--- config.mk ---
export PLATFORM = sky130hd
export DESIGN_NAME = hilo_md_ctrl
export DESIGN_NICKNAME = d
export VERILOG_FILES = /design/src/rtl/hilo_md_ctrl.sv
export SDC_FILE = /design/constraint.sdc
export NUM_CORES = 2
export LEC_CHECK = 0
export ABC_AREA = 1
export ABC_CLOCK_PERIOD_IN_PS = 10200
export BUFFER_PORTS_ARGS = -buffer_cell sky130_fd_sc_hd__buf_2
export CAP_MARGIN = 20
export CORE_ASPECT_RATIO = 0.6
export CORE_MARGIN = 2
export CORE_UTILIZATION = 60
export CTS_BUF_LIST = sky130_fd_sc_hd__clkbuf_2
export DETAILED_ROUTE_END_ITERATION = 16
export PLACE_DENSITY = 0.76
export SLEW_MARGIN = 40
export SYNTH_ARGS = -nofsm -noshare
export SYNTH_HDL_FRONTEND = slang
export SYNTH_SLANG_ARGS = --single-unit
export TNS_END_PERCENT = 1
--- constraint.sdc ---
create_clock -name clk -period 10.2 [get_ports clk]
set_clock_uncertainty 0.2 [all_clocks]
set_input_delay 1.02 -clock clk [delete_from_list [all_inputs] [get_ports clk]]
set_output_delay 1.02 -clock clk [all_outputs]
set_load 0.03 [all_outputs]
--- src/rtl/hilo_md_ctrl.sv ---
// -----------------------------------------------------------------------------
// hilo_md_ctrl
//
// Execute-stage controller for the multiply/divide unit and the architectural
// HI/LO register pair.
//
// A MULT/DIV in EX starts the unit, and EX is stalled until the result is ready.
// The multiplier takes MUL_CYCLES cycles. The divider is a restoring divider
// that produces one quotient bit per cycle, so a divide takes 32 cycles.
// The result waits in DONE until the instruction actually leaves EX. It is then
// committed to HI/LO. If the instruction is flushed, the result is discarded.
// MTHI/MTLO write HI/LO directly. MFHI/MFLO read the committed registers.
//
// Ports
//   clk, rst     clock; synchronous active-high reset
//   ex_valid     valid instruction in EX
//   ex_mult      MULT/MULTU in EX
//   ex_div       DIV/DIVU in EX
//   ex_mdsign    1: signed multiply/divide
//   ex_hilowen   [1] write HI, [0] write LO (MTHI/MTLO)
//   ex_hiloren   2'b10 read HI, 2'b01 read LO
//   ex_rega      GPR[rs]: multiplicand / dividend / MTHI-MTLO data
//   ex_regb      GPR[rt]: multiplier / divisor
//   ex_hold      EX held by another stall source
//   flush        exception/eret flush of EX and younger stages
//   md_stall     EX must hold: multiply/divide not finished
//   md_busy      unit not idle
//   hilo_rdata   selected HI or LO (combinational)
//   hi, lo       architectural HI and LO
// -----------------------------------------------------------------------------
module hilo_md_ctrl #(
  parameter int MUL_CYCLES = 2
) (
  input  logic        clk,
  input  logic        rst,
  input  logic        ex_valid,
  input  logic        ex_mult,
  input  logic        ex_div,
  input  logic        ex_mdsign,
  input  logic [1:0]  ex_hilowen,
  input  logic [1:0]  ex_hiloren,
  input  logic [31:0] ex_rega,
  input  logic [31:0] ex_regb,
  input  logic        ex_hold,
  input  logic        flush,
  output logic        md_stall,
  output logic        md_busy,
  output logic [31:0] hilo_rdata,
  output logic [31:0] hi,
  output logic [31:0] lo
);

  // The counter must reach 31 for a divide and MUL_CYCLES-1 for a multiply.
  localparam int CNT_MAX = (MUL_CYCLES > 32) ? MUL_CYCLES : 32;
  localparam int CNT_W   = $clog2(CNT_MAX);

  typedef enum logic [1:0] {
    S_IDLE,
    S_MUL,
    S_DIV,
    S_DONE
  } state_t;

  state_t state;
  state_t state_next;

  logic [CNT_W-1:0] cnt;

  // Multiplier operands. Each is 33 bits, extended by the sign bit when the
  // operation is signed and by zero when it is unsigned.
  logic [32:0] mul_a;
  logic [32:0] mul_b;

  // Divider working registers. div_quo starts out holding |dividend|. Each
  // step shifts one dividend bit out of div_quo into div_rem and shifts one
  // quotient bit in at the bottom of div_quo.
  logic [31:0] div_rem;
  logic [31:0] div_quo;
  logic [31:0] div_den;
  logic        sign_q;
  logic        sign_r;

  logic [31:0] res_hi;
  logic [31:0] res_lo;

  logic start;
  logic mul_last;
  logic div_last;
  logic commit;
  logic mt_we;

  assign start    = ex_valid & (ex_mult | ex_div) & ~flush & (state == S_IDLE);
  assign mul_last = (cnt == CNT_W'(MUL_CYCLES - 1));
  assign div_last = (cnt == CNT_W'(31));
  assign commit   = (state == S_DONE) & ~ex_hold & ~flush;
  assign mt_we    = ex_valid & ~ex_mult & ~ex_div & (|ex_hilowen) & ~ex_hold & ~flush;

  assign md_busy    = (state != S_IDLE);
  assign hilo_rdata = ex_hiloren[1] ? hi : lo;

  // ---------------------------------------------------------------------------
  // Operand conditioning at start
  // ---------------------------------------------------------------------------
  logic        neg_a;
  logic        neg_b;
  logic [31:0] abs_a;
  logic [31:0] abs_b;

  assign neg_a = ex_mdsign & ex_rega[31];
  assign neg_b = ex_mdsign & ex_regb[31];
  // The magnitude of 0x80000000 is 0x80000000 when the value is read as
  // unsigned, so the overflow case 0x80000000 / -1 needs no special handling.
  assign abs_a = neg_a ? -ex_rega : ex_rega;
  assign abs_b = neg_b ? -ex_regb : ex_regb;

  // ---------------------------------------------------------------------------
  // Multiplier: only the low 64 bits of the product are kept. For these bits a
  // 64x64 product of the sign-extended operands is identical to the full
  // 33x33 signed product.
  // ---------------------------------------------------------------------------
  logic [63:0] mul_a_x;
  logic [63:0] mul_b_x;
  logic [63:0] prod;

  assign mul_a_x = {{31{mul_a[32]}}, mul_a};
  assign mul_b_x = {{31{mul_b[32]}}, mul_b};
  assign prod    = mul_a_x * mul_b_x;

  // ---------------------------------------------------------------------------
  // One restoring divide step. trial_diff is 34 bits wide so that its MSB is a
  // reliable borrow flag for any 33-bit partial remainder.
  // A divisor of zero never borrows. The quotient then comes out all ones and
  // the remainder comes out as the dividend. After the sign fix-up this is the
  // defined divide-by-zero result, so no separate path is needed.
  // ---------------------------------------------------------------------------
  logic [32:0] trial_rem;
  logic [33:0] trial_diff;
  logic        trial_ok;
  logic [31:0] step_rem;
  logic [31:0] step_quo;

  assign trial_rem  = {div_rem, div_quo[31]};
  assign trial_diff = {1'b0, trial_rem} - {2'b00, div_den};
  assign trial_ok   = ~trial_diff[33];
  assign step_rem   = trial_ok ? trial_diff[31:0] : trial_rem[31:0];
  assign step_quo   = {div_quo[30:0], trial_ok};

  // ex_hiloren[0] is implied by ex_hiloren[1] being low. Bit 32 of trial_diff
  // is always zero whenever the trial result is kept.
  logic unused;
  assign unused = ^{ex_hiloren[0], trial_diff[32]};

  // ---------------------------------------------------------------------------
  // FSM state register
  // ---------------------------------------------------------------------------
  // NOTE: clocked state is updated with non-blocking assignments, so every
  // always_ff block reads the values from before the edge regardless of the
  // order in which the blocks are evaluated.
  always_ff @(posedge clk) begin
    if (rst) state <= S_IDLE;
    else     state <= state_next;
  end

  // ---------------------------------------------------------------------------
  // FSM next state and stall
  // ---------------------------------------------------------------------------
  // NOTE: every output of this block gets a default before the case statement.
  // A path that leaves one of them unassigned would infer a latch.
  always_comb begin
    state_next = state;
    md_stall   = 1'b0;
    case (state)
      S_IDLE: begin
        if (start) begin
          md_stall   = 1'b1;
          state_next = ex_mult ? S_MUL : S_DIV;
        end
      end
      S_MUL: begin
        md_stall = 1'b1;
        if (flush)         state_next = S_IDLE;
        else if (mul_last) state_next = S_DONE;
      end
      S_DIV: begin
        md_stall = 1'b1;
        if (flush)         state_next = S_IDLE;
        else if (div_last) state_next = S_DONE;
      end
      S_DONE: begin
        // Leave DONE once the instruction moves on, with or without a commit.
        // The commit itself is decided by the commit signal.
        if (flush || !ex_hold) state_next = S_IDLE;
      end
      default: state_next = S_IDLE;
    endcase
  end

  // ---------------------------------------------------------------------------
  // Datapath: operand capture, iteration, result latch
  // ---------------------------------------------------------------------------
  always_ff @(posedge clk) begin
    if (rst) begin
      cnt     <= '0;
      mul_a   <= '0;
      mul_b   <= '0;
      div_rem <= '0;
      div_quo <= '0;
      div_den <= '0;
      sign_q  <= 1'b0;
      sign_r  <= 1'b0;
      res_hi  <= '0;
      res_lo  <= '0;
    end else begin
      case (state)
        S_IDLE: begin
          if (start) begin
            cnt <= '0;
            if (ex_mult) begin
              mul_a <= {ex_mdsign & ex_rega[31], ex_rega};
              mul_b <= {ex_mdsign & ex_regb[31], ex_regb};
            end else begin
              div_rem <= '0;
              div_quo <= abs_a;
              div_den <= abs_b;
              // The quotient sign follows both operands. The remainder sign
              // follows the dividend.
              sign_q  <= neg_a ^ neg_b;
              sign_r  <= neg_a;
            end
          end
        end
        S_MUL: begin
          cnt <= cnt + CNT_W'(1);
          if (mul_last) begin
            res_hi <= prod[63:32];
            res_lo <= prod[31:0];
          end
        end
        S_DIV: begin
          cnt     <= cnt + CNT_W'(1);
          div_rem <= step_rem;
          div_quo <= step_quo;
          if (div_last) begin
            res_lo <= sign_q ? -step_quo : step_quo;
            res_hi <= sign_r ? -step_rem : step_rem;
          end
        end
        default: ;
      endcase
    end
  end

  // ---------------------------------------------------------------------------
  // Architectural HI/LO. A completed mult/div commits when its instruction
  // leaves EX unflushed. MTHI/MTLO write when their instruction leaves EX.
  // ---------------------------------------------------------------------------
  always_ff @(posedge clk) begin
    if (rst) begin
      hi <= '0;
      lo <= '0;
    end else if (commit) begin
      hi <= res_hi;
      lo <= res_lo;
    end else if (mt_we) begin
      if (ex_hilowen[1]) hi <= ex_rega;
      if (ex_hilowen[0]) lo <= ex_rega;
    end
  end

endmodule

==> results.toml <==
[outcome]
status = "completed"

[finish]
final_area_mm2 = 0.06146
final_cell_mix = "inv_1 (2132), nand2_1 (1977), fa_1 (1125), a21oi_1 (384), nor2_1 (341)"
syn_to_final_growth_pct = 5.216
nets = 9421
final_util_pct = 63.79
layout.cells.non_filler = 9322
num-fill-cells = 8635
layout_commonest_cell = "inv_1"
drive_above_1_share_pct = 6.766

[critical_path]
crit_path_top_delay_cell = "dfxtp_1"
critPathTopFamily = "adder cells"
r2r_cells = 30
crit_path_max_fanout = 16
r2r_setup_slack_ns = 1.34
rr_startpoint = "mul_a[32]"
cp.arrival_ns = 9.76
worst-path-buf-inv = 8
cp.required_ns = 11.10
critPathMaxStageDelay_ns = 0.90
r2r-end = "res_hi[31]"
worst_setup_path_end_kind = "register"
critPathLaunchType = "register"
worstSetupPathType = "register to register"

[hold_path]
worstHoldStart = "ex_rega[5]"
hold_path_end = "lo[5]"
worstHoldPathType = "input pin to register"
hold_depth = 5

[synth]
netlist_area_mm2 = 0.05841
netlist_instances = 7964
yosysSeqAreaShare_pct = 10.25
synthArstFlopShare_pct = 0
syn_area_per_cell_um2 = 7.334
yosys_most_used_dff = "dfxtp_1"
yosysWarnings = 0
synthDistinctLibCells = 57
synth_seq_cells = 299
synth_edf_count = 0
syn-num-nets = 9422

[sta]
period_share_pct = 86.87
worstMarginPinSlew_ns = 0.8945
setup_ws_ns = 1.339
fin_crit_ns = 8.861
tns_ns = 0
drv_slew = 0
slew-limit-headroom_pct = 39.82
hold_violations = 0
rsz0062_at_grt = "no"
clock.fmax_mhz = 112.9
hold_slack_ns = 0.07676
setup_violations = 0

[place]
dp.cells = 9142
dpl.hpwl_um = 150400
io_buffers = 172
gp_congestion = 1.009
place_area_mm2 = 0.06025
dp_slack_ns = 1.453

[floorplanning]
ios = 174
start_util_pct = 60.63
die_w_um = 406.8
die_y_um = 245.7
rows = 88
die-area_mm2 = 0.09994
coreArea_mm2 = 0.09634

[run]
drv_cap = 0

[detailed_routing]
drc = 0
vias = 51750
wl_per_cell_um = 19.67
drt_first_pass_iters = 6
first_iter_violations = 6088
final_antenna_net_count = 0
postRouteWirelength_um = 183400
vias_per_cell = 5.551

[clocking]
clkLatencyLatePin_ns = 1.18
cts.root.buffer_cell = "clkbuf_2"
clockBufferDepth = 3
clk_pin_slew_ns = 0.14
htree_levels = 3
cts_tree = "yes"
cts_made_buffers = 69
cts_sinks = 299

[power]
p_leak_nw = 35.77
power.total_mw = 7.391
irDropWorstVdd_v = 0.0001278
power_density_mw_per_mm2 = 120.3

[global_route]
grt_pass1_wl_um = 291600
track_usage_pct = 37.86
overflow = 0
grt_max_degree = 114
antenna_found_initial = 3
grt_pass1_vias = 51510
==> power by group <==
group | leakage [nW] | switching [mW] | internal (mW)
Clock | 0.459 | 0.595 | 0.287
Sequential | 2.44 | 0.310 | 1.35
Combinational | 32.9 | 3.39 | 1.46
==> flip-flops by register name (all words and copies together) (netlist names) <==
name	flops
sign_q	1
state	2
div_den	32
mul_a	33
res_lo	32
lo	32
cnt	5
div_quo	32
sign_r	1
hi	32
res_hi	32
div_rem	32
mul_b	33
==> worst max path at each step <==
stage                     startpoint    endpoint  cells after the start
after floorplan            mul_a[32]  res_hi[26]                     30
after global placement     mul_b[12]  res_hi[26]                     26
after detailed placement   mul_a[32]  res_hi[31]                     30
after CTS                  mul_a[32]  res_hi[31]                     30
after global routing       mul_a[32]  res_hi[31]                     30
final                      mul_a[32]  res_hi[31]                     30
==> worst reg2reg max path, delay by kind of cell, from the launching register on <==
kind | cells | cell delay [ns]
compound gates | 5 | 1.10
fa+ha+maj | 9 | 4.52
flops | 1 | 0.90
simple gates | 8 | 0.90
buf+inv | 8 | 1.21
==> cells by family (layout without fill, tap and decap cells) <==
kind of cell | Yosys count | in the layout | share of synthesized area (%)
buf+inv | 2561 | 2608 | 16.55
fa+ha+maj | 1382 | 1382 | 44.08
xor+xnor | 79 | 79 | 1.185
simple gates | 2706 | 2706 | 18.76
other cells | 0 | 6 | 0
compound gates | 905 | 905 | 8.560
flops | 299 | 299 | 10.25
mux | 32 | 32 | 0.6169
==> final cells by class <==
type                            count  area [um2]  share of cell area (%)
Clock inverter                     21       133.9                  0.2178
Multi-Input combinational cell   5104       42820                   69.67
Antenna cell                        6       15.01                 0.02443
Clock buffer                       98       490.5                  0.7981
Inverter                         2144        8050                   13.10
Sequential cell                   299        6000                   9.762
Tap cell                         1305        1633                   2.657
Timing Repair Buffer              345        2318                   3.773
==> synthesized netlist by cell type, types with 3 or more instances <==
| cell | n | share of area, % |
|---|---|---|
| o21ai_0 | 299 | 2.6 |
| o2111ai_1 | 3 | 0.045 |
| buf_2 | 7 | 0.060 |
| nor2_1 | 346 | 2.2 |
| o211ai_1 | 16 | 0.21 |
| o221ai_1 | 21 | 0.31 |
| a211oi_1 | 4 | 0.051 |
| nand4_1 | 48 | 0.51 |
| a21oi_1 | 386 | 3.3 |
| o21bai_1 | 9 | 0.12 |
| dfxtp_1 | 299 | 10 |
| a21o_1 | 8 | 0.10 |
| nor3_2 | 4 | 0.069 |
| nor4_1 | 18 | 0.19 |
| inv_1 | 2137 | 14 |
| fa_1 | 1126 | 39 |
| xor2_1 | 52 | 0.78 |
| o31ai_1 | 4 | 0.051 |
| a221oi_1 | 3 | 0.045 |
| mux2_2 | 32 | 0.62 |
| inv_2 | 4 | 0.026 |
| nor3_1 | 46 | 0.39 |
| o21ai_2 | 5 | 0.075 |
| xnor2_1 | 27 | 0.40 |
| and3_1 | 6 | 0.064 |
| nand3_1 | 168 | 1.4 |
| or2_2 | 20 | 0.21 |
| nand2_1 | 1977 | 13 |
| a21boi_0 | 5 | 0.064 |
| buf_1 | 19 | 0.12 |
| clkbuf_1 | 385 | 2.5 |
| ha_1 | 256 | 5.5 |
| a31oi_1 | 93 | 1.0 |
| a22oi_1 | 31 | 0.40 |
| buf_6 | 3 | 0.058 |
| clkinv_1 | 3 | 0.019 |
| nand2_2 | 25 | 0.27 |
| nand3_2 | 4 | 0.069 |
| nor2_2 | 11 | 0.12 |
| and2_1 | 5 | 0.054 |
| o21ai_1 | 6 | 0.051 |
| nor2_4 | 9 | 0.17 |
| o21a_1 | 5 | 0.064 |
| nand3b_1 | 11 | 0.14 |
==> routing by layer <==
metal	share of wire, %	up-vias	track usage, %
met5	0.044	-	0.5361
met4	3.3	4	11.14
met3	14	375	9.781
met2	40	3123	52.46
met1	43	24970	57.77
li1	-	23280	-
==> what timing repair did <==
| item | 4_1_cts | 5_1_grt |
|---|---|---|
| resized for setup | 0 | 0 |
| hold buffers | 55 | 0 |
| setup buffers | 0 | 0 |
| endpoints found under the hold margin | 63 | 0 |
No activity file was read; power rests on OpenSTA's default activity.
